==> src/rtl/TauCfg.sv <==
// Shared configuration for the SRAM-to-DRAM scatter path: default sizes, derived
// lane-offset widths and the one-hot FSM state encoding.
package TauCfg;

  localparam int unsigned LOCAL_ADDR_BW0 = 8;
  localparam int unsigned GLOBAL_ADDR_BW = 12;
  localparam int unsigned DATA_BW        = 8;
  localparam int unsigned VECTOR_SIZE    = 4;
  localparam int unsigned CACHE_SIZE     = 4;
  localparam int unsigned N_ICFG         = 4;

  localparam int unsigned CV_BW  = $clog2(VECTOR_SIZE);
  localparam int unsigned CC_BW  = $clog2(CACHE_SIZE);
  // Wide enough to hold VECTOR_SIZE, CACHE_SIZE and any chunk length.
  localparam int unsigned CV_BW1 = ((CV_BW > CC_BW) ? CV_BW : CC_BW) + 1;

  typedef enum logic [4:0] {
    IDLE   = 5'b00001,
    RDREQ  = 5'b00010,
    RDWAIT = 5'b00100,
    SEND   = 5'b01000,
    DONE   = 5'b10000
  } srs_state_e;

endpackage

==> src/rtl/sram_read_scatter_align.sv <==
// Two-stage lane aligner: moves a chunk from its SRAM lane offset to its DRAM lane
// offset and builds the matching write mask; lanes outside the mask are zeroed.
module sram_read_scatter_align #(
  parameter int unsigned DBW    = TauCfg::DATA_BW,
  parameter int unsigned VSIZE  = TauCfg::VECTOR_SIZE,
  parameter int unsigned CSIZE  = TauCfg::CACHE_SIZE,
  parameter int unsigned CV_BW  = TauCfg::CV_BW,
  parameter int unsigned CC_BW  = TauCfg::CC_BW,
  parameter int unsigned CV_BW1 = TauCfg::CV_BW1
) (
  input  logic [VSIZE*DBW-1:0] i_vec,
  input  logic [CV_BW-1:0]     i_loff,
  input  logic [CC_BW-1:0]     i_goff,
  input  logic [CV_BW1-1:0]    i_adv,
  output logic [CSIZE*DBW-1:0] o_data,
  output logic [CSIZE-1:0]     o_mask
);

  localparam int unsigned WW = ((VSIZE > CSIZE) ? VSIZE : CSIZE) * DBW;

  logic [WW-1:0]    w_shr;
  logic [WW-1:0]    w_shl;
  logic [CSIZE-1:0] w_mask;

  always_comb begin
    w_shr  = WW'(i_vec) >> (i_loff * DBW);
    w_shl  = w_shr << (i_goff * DBW);
    w_mask = (~({CSIZE{1'b1}} << i_adv)) << i_goff;
    o_data = '0;
    for (int i = 0; i < CSIZE; i++) begin
      o_data[i*DBW +: DBW] = w_shl[i*DBW +: DBW] & {DBW{w_mask[i]}};
    end
    o_mask = w_mask;
  end

endmodule

==> src/rtl/sram_read_scatter.sv <==
// Copies a linear run of SRAM words to an arbitrary DRAM word address as masked line beats.
// Define SRAM_READ_SCATTER_MERGE_EN to OR-merge partial-line chunks into a single beat.
module sram_read_scatter #(
  parameter int unsigned LBW    = TauCfg::LOCAL_ADDR_BW0,
  parameter int unsigned GBW    = TauCfg::GLOBAL_ADDR_BW,
  parameter int unsigned DBW    = TauCfg::DATA_BW,
  parameter int unsigned VSIZE  = TauCfg::VECTOR_SIZE,
  parameter int unsigned CSIZE  = TauCfg::CACHE_SIZE,
  parameter int unsigned N_ICFG = TauCfg::N_ICFG,
  localparam int unsigned ICFG_BW = $clog2(N_ICFG + 1)
) (
  input  logic                               i_clk,
  input  logic                               i_rst,
  input  logic                               alloc_rdy,
  output logic                               alloc_ack,
  input  logic [LBW-1:0]                     i_linear,
  input  logic [GBW-1:0]                     i_global,
  input  logic [LBW:0]                       i_len,
  input  logic [ICFG_BW-1:0]                 i_id,
  output logic                               sramrd_rdy,
  input  logic                               sramrd_ack,
  output logic [ICFG_BW-1:0]                 o_sramrd_id,
  output logic [LBW-TauCfg::CV_BW-1:0]       o_sramrd_hiaddr,
  input  logic                               sramrd_dval,
  input  logic [VSIZE*DBW-1:0]               i_sramrd_data,
  output logic                               dramw_rdy,
  input  logic                               dramw_ack,
  output logic [GBW-TauCfg::CC_BW-1:0]       o_dramw_addr,
  output logic [CSIZE*DBW-1:0]               o_dramw_data,
  output logic [CSIZE-1:0]                   o_dramw_mask,
  output logic                               done_rdy,
  input  logic                               done_ack,
  output logic [ICFG_BW-1:0]                 o_done_id
);

  localparam int unsigned CV_BW  = TauCfg::CV_BW;
  localparam int unsigned CC_BW  = TauCfg::CC_BW;
  localparam int unsigned CV_BW1 = TauCfg::CV_BW1;

  TauCfg::srs_state_e r_state, w_state_nxt;

  logic [LBW-1:0]       r_lptr;
  logic [GBW-1:0]       r_gptr;
  logic [LBW:0]         r_left;
  logic [ICFG_BW-1:0]   r_id;
  logic [VSIZE*DBW-1:0] r_vbuf;

  logic [CV_BW-1:0]     w_loff;
  logic [CC_BW-1:0]     w_goff;
  logic [CV_BW1-1:0]    w_vrem, w_crem, w_lrem, w_adv;
  logic [LBW:0]         w_left_nxt;
  logic                 w_vec_done, w_emit, w_step;
  logic                 w_alloc_ack, w_sramrd_rdy, w_dramw_rdy, w_done_rdy;
  logic [CSIZE*DBW-1:0] w_chunk_data, w_beat_data;
  logic [CSIZE-1:0]     w_chunk_mask, w_beat_mask;

  assign w_loff = r_lptr[CV_BW-1:0];
  assign w_goff = r_gptr[CC_BW-1:0];
  assign w_vrem = CV_BW1'(VSIZE) - CV_BW1'(w_loff);
  assign w_crem = CV_BW1'(CSIZE) - CV_BW1'(w_goff);
  assign w_lrem = (r_left >= (LBW+1)'(VSIZE)) ? CV_BW1'(VSIZE) : CV_BW1'(r_left);

  always_comb begin
    w_adv = w_lrem;
    if (w_vrem < w_adv) w_adv = w_vrem;
    if (w_crem < w_adv) w_adv = w_crem;
  end

  assign w_left_nxt = r_left - (LBW+1)'(w_adv);
  assign w_vec_done = (CV_BW1'(w_loff) + w_adv) == CV_BW1'(VSIZE);

  sram_read_scatter_align #(
    .DBW   (DBW),
    .VSIZE (VSIZE),
    .CSIZE (CSIZE),
    .CV_BW (CV_BW),
    .CC_BW (CC_BW),
    .CV_BW1(CV_BW1)
  ) u_align (
    .i_vec (r_vbuf),
    .i_loff(w_loff),
    .i_goff(w_goff),
    .i_adv (w_adv),
    .o_data(w_chunk_data),
    .o_mask(w_chunk_mask)
  );

`ifdef SRAM_READ_SCATTER_MERGE_EN
  logic [CSIZE*DBW-1:0] r_line_data;
  logic [CSIZE-1:0]     r_line_mask;
  logic                 w_line_done, w_merge;

  assign w_line_done = (CV_BW1'(w_goff) + w_adv) == CV_BW1'(CSIZE);
  assign w_emit      = w_line_done || (w_left_nxt == '0);
  assign w_merge     = (r_state == TauCfg::SEND) && !w_emit;
  assign w_beat_data = r_line_data | w_chunk_data;
  assign w_beat_mask = r_line_mask | w_chunk_mask;

  // Cleared on every emitted beat, so a new line always starts empty.
  always_ff @(posedge i_clk or negedge i_rst) begin
    if (!i_rst) begin
      r_line_data <= '0;
      r_line_mask <= '0;
    end else if (w_merge) begin
      r_line_data <= w_beat_data;
      r_line_mask <= w_beat_mask;
    end else if (w_step) begin
      r_line_data <= '0;
      r_line_mask <= '0;
    end
  end
`else
  assign w_emit      = 1'b1;
  assign w_beat_data = w_chunk_data;
  assign w_beat_mask = w_chunk_mask;
`endif

  always_comb begin
    w_state_nxt  = r_state;
    w_alloc_ack  = 1'b0;
    w_sramrd_rdy = 1'b0;
    w_dramw_rdy  = 1'b0;
    w_done_rdy   = 1'b0;
    w_step       = 1'b0;
    unique case (r_state)
      TauCfg::IDLE: begin
        if (alloc_rdy) begin
          w_alloc_ack = 1'b1;
          w_state_nxt = (i_len == '0) ? TauCfg::DONE : TauCfg::RDREQ;
        end
      end
      TauCfg::RDREQ: begin
        w_sramrd_rdy = 1'b1;
        if (sramrd_ack) w_state_nxt = TauCfg::RDWAIT;
      end
      TauCfg::RDWAIT: begin
        if (sramrd_dval) w_state_nxt = TauCfg::SEND;
      end
      TauCfg::SEND: begin
        if (w_emit) begin
          w_dramw_rdy = 1'b1;
          if (dramw_ack) begin
            w_step = 1'b1;
            if (w_left_nxt == '0)  w_state_nxt = TauCfg::DONE;
            else if (w_vec_done)   w_state_nxt = TauCfg::RDREQ;
            else                   w_state_nxt = TauCfg::SEND;
          end
        end else begin
          // Partial line folded into the line buffer; fetch the next vector.
          w_step      = 1'b1;
          w_state_nxt = TauCfg::RDREQ;
        end
      end
      TauCfg::DONE: begin
        w_done_rdy = 1'b1;
        if (done_ack) w_state_nxt = TauCfg::IDLE;
      end
      default: w_state_nxt = TauCfg::IDLE;
    endcase
  end

  always_ff @(posedge i_clk or negedge i_rst) begin
    if (!i_rst) begin
      r_state <= TauCfg::IDLE;
      r_lptr  <= '0;
      r_gptr  <= '0;
      r_left  <= '0;
      r_id    <= '0;
      r_vbuf  <= '0;
    end else begin
      r_state <= w_state_nxt;
      if (w_alloc_ack) begin
        r_lptr <= i_linear;
        r_gptr <= i_global;
        r_left <= i_len;
        r_id   <= i_id;
      end
      if (w_step) begin
        r_lptr <= r_lptr + LBW'(w_adv);
        r_gptr <= r_gptr + GBW'(w_adv);
        r_left <= w_left_nxt;
      end
      if ((r_state == TauCfg::RDWAIT) && sramrd_dval) r_vbuf <= i_sramrd_data;
    end
  end

  // Payloads are zero whenever their handshake is idle.
  assign alloc_ack       = w_alloc_ack & i_rst;
  assign sramrd_rdy      = w_sramrd_rdy;
  assign o_sramrd_id     = w_sramrd_rdy ? r_id : '0;
  assign o_sramrd_hiaddr = w_sramrd_rdy ? r_lptr[LBW-1:CV_BW] : '0;
  assign dramw_rdy       = w_dramw_rdy;
  assign o_dramw_addr    = w_dramw_rdy ? r_gptr[GBW-1:CC_BW] : '0;
  assign o_dramw_data    = w_dramw_rdy ? w_beat_data : '0;
  assign o_dramw_mask    = w_dramw_rdy ? w_beat_mask : '0;
  assign done_rdy        = w_done_rdy;
  assign o_done_id       = w_done_rdy ? r_id : '0;

endmodule

==> config.mk <==
export PLATFORM = sky130hd
export DESIGN_NAME = sram_read_scatter
export DESIGN_NICKNAME = d
export VERILOG_FILES = /design/src/rtl/TauCfg.sv /design/src/rtl/sram_read_scatter_align.sv /design/src/rtl/sram_read_scatter.sv
export SDC_FILE = /design/constraint.sdc
export NUM_CORES = 1
export LEC_CHECK = 0
export ABC_AREA = 1
export CAP_MARGIN = 20
export CORE_ASPECT_RATIO = 0.9
export CORE_MARGIN = 2
export CORE_UTILIZATION = 45
export CTS_CLUSTER_DIAMETER = 200
export CTS_CLUSTER_SIZE = 12
export DETAILED_ROUTE_END_ITERATION = 10
export PLACE_DENSITY = 0.81
export SLEW_MARGIN = 20
export SYNTH_ARGS = -nofsm -noshare
export SYNTH_HDL_FRONTEND = slang
export SYNTH_SLANG_ARGS = --single-unit
==> constraint.sdc <==
create_clock -name i_clk -period 4.7 [get_ports i_clk]
set_clock_uncertainty 0.05 [all_clocks]
set_input_delay 0.47 -clock i_clk [delete_from_list [all_inputs] [get_ports i_clk]]
set_output_delay 0.47 -clock i_clk [all_outputs]
set_load 0.1 [all_outputs]
==> impl_results.md <==
- DR WL/cell: 15.7 um
- Die ar.: 12200 um2
- 1st-pass router iterations: 7
- Netlist cell types: 37
- CTS tree: yes
- Transition time of the tightest slew-check pin: 1030 ps
- Layout filler cell count: 840
- Comb pwr share: 0.699
- Maximum fanout along the worst path: 8
- Critical path required time: 4180 ps
- Setup TNS Final: 0 ps
- Global-route wire length before repair: 25700 um
- R2r startpoint: r_left[8]$_DFFE_PN0P_
- Chip height: 105 um
- CP max stage delay: 400 ps
- Reg2Reg Depth: 33
- Clock tree sinks: 69
- Commonest cells post-synth: nand2_1 (139), o21ai_0 (116), inv_1 (103), nor2_1 (95), dfrtp_1 (68)
- Worst Setup SP: r_left[8]$_DFFE_PN0P_
- Sw Pwr: 3.25 mW
- Final hold viol count: 0
- Final Util: 0.709
- Post-Place Cell Area: 7170 um2
- Mapped Cells: 753
- Status: finished clean
- Reg clk slew, reported paths: 60 ps
- Int Pwr: 2.84 mW
- Syn avg cell area: 6.75 um2
- Vias per cell: 5.45
- Total gr overflow: 0
- Placed Instances: 1014
- Post-route DRC: 0
- Synth area leader: dfrtp_1
- Switching Share: 0.534
- Reg-to-reg endpoint: r_gptr[10]$_DFFE_PN0P_
- Synth warn: 0
- Final RePlAce weighted congestion: 0.904
- DRT iter0 DRCs: 517
- CTS Buf Count: 9
- Async set or reset register ratio after synthesis: 1.00
- CP max stage cell: dfrtp_1
- ANT nets after route: 0
- Worst setup path endpoint: o_dramw_data[24]
- Post-synthesis sequential area ratio: 0.340
- Ant. Diodes: 0
- WHS: 343 ps
- Maxcap violations: 0
- Worst min-delay path category: input pin to async pin
- Synth top area cells: dfrtp_1 (33%), o21ai_0 (11%), nand2_1 (10%)
- Final setup fails: 0
- Crit path DAT: 4030 ps
- Initial antenna violation count: 0
- Max Slew Vio Count: 0
- Count leader, synth: nand2_1
- Largest net degree at the start of global routing: 70
- PortBufs: 132
- DP Wirelength: 11600 um
- Delay-heaviest family, CP: simple AND/OR/NAND/NOR gates
- Via count: 5705
- Net count after synthesis: 843
- Tcrit/Tclk final: 0.968
- Mapped cell area: 5080 um2
- NumNets Final: 979
- Register share of total power: 0.177
- Post-synth EDFFs: 0
- CP Class: register to output pin
- DIE WIDTH: 116 um
- P&R area growth vs syn: 52.0%
- PwrDens: 788 nW/um2
- Clock latency at the later pin of the worst-skew pair: 340 ps
- Clk root buf: clkbuf_16
- Area share of the largest cell type after synthesis: 0.335
- Fmax: 220 MHz
- GRT Util Overall: 0.266
- Top FF cell, synth: dfrtp_1
- Placeable Area: 10900 um2
- CP startpoint kind: register
- Drt total wl: 16400 um
- # IOs: 133
- Rel. slew slack: 0.313
- H-tree depth: 3
- FF+latch count, synth: 69
- Setup crit end kind: output pin
- Leakage power: 3.34 nW
- Fraction of layout cells with a size suffix above 1: 0.194
- VDD IR-drop max: 0.411 mV
- Final Instance Area: 7730 um2
- Initial Utilization: 0.466
- Min cycle time layout: 4550 ps
- Clock share of power: 0.124
- Finished Layout Cells: 1046
- Crit path buffers/inverters: 8
- Number of global-route vias before repair: 5206
- Reg2reg setup slack: 220 ps
- Clk buf depth: 2
- WP depth: 28
- Rows: 36
-- state kept, by name, indices dropped and copies added, names as in the netlist --
signal and cells:
r_lptr 8, r_state 5, r_vbuf 32, r_gptr 12, r_left 9, r_id 3
-- cell type report --
type | count | area (um2) | share of cell area
clock buffers | 10 | 229 | 0.0296
repair buffers | 161 | 1910 | 0.247
inverters | 109 | 424 | 0.0549
flip-flops and latches | 69 | 1730 | 0.224
multi-input cells | 539 | 3150 | 0.408
well taps | 152 | 190 | 0.0246
clock inverters | 6 | 93.8 | 0.0121
-- worst min path at each step --
stage,endpoint,slack (ps)
after detailed placement,r_vbuf[1]$_DFFE_PN0P_,480
after global routing,r_vbuf[23]$_DFFE_PN0P_,440
after CTS,r_vbuf[31]$_DFFE_PN0P_,380
final,r_vbuf[31]$_DFFE_PN0P_,340
after floorplan,r_gptr[0]$_DFFE_PN0P_,120
after global placement,r_left[8]$_DFFE_PN0P_,460
-- cell families after synthesis --
group,share of synthesized area
flip-flops,0.340
AO/OA/AOI/OAI,0.232
adder cells (fa/ha/maj),0.0497
AND/OR/NAND/NOR,0.248
multiplexers,0.0133
buffers and inverters,0.107
XOR/XNOR,0.0103
-- placed cells by master (no fill, tap or decap), types with 8 or more instances in the layout --
master           Yosys  layout
nand2_1            139     133
o21ai_0            116     114
inv_1              103      98
clkdlybuf4s50_1      0      94
nor2_1              95      74
dfrtp_1             68      66
a21oi_1             49      43
buf_12               0      36
buf_4                0      29
nand3_1             24      24
nor2_2               3      15
ha_1                17      14
nand2_2              8      13
nor2_4               1      10
a22oi_1             10      10
clkbuf_16            0       9
o22ai_1              8       8
-- power by group through the flow --
stage / combinational [mW] / sequential [mW] / clock [mW]
final: 4.26 / 1.07 / 0.756
after global routing: 4.68 / 1.11 / 0.787
after CTS: 3.82 / 1.07 / 0.762
after detailed placement: 3.78 / 1.08 / 0
after global placement: 3.70 / 1.06 / 0
after floorplan: 2.93 / 1.04 / 0
-- per-layer routing --
metal | part of all wire | track usage | wire length [um]
met4 | 0.033 | 0.0986 | 541
met2 | 0.47 | 0.417 | 7770
met3 | 0.071 | 0.0464 | 1170
met5 | 0 | 0 | 0
met1 | 0.42 | 0.367 | 6920
-- what timing repair did --
action,CTS,global route
hold buffers,0,0
gates resized for setup,0,30
endpoints found under the setup margin,1,41
pin swaps,1,9
buffers inserted,1,14
-- through the flow --
stage	total power [mW]	setup slack [ps]
2_1_floorplan	3.97	-223
3_3_place_gp	4.76	375
3_5_place_dp	4.86	129
4_1_cts	5.65	5.80
5_1_grt	6.58	-121
6_report	6.09	151
(Power assumes the default switching activity.)
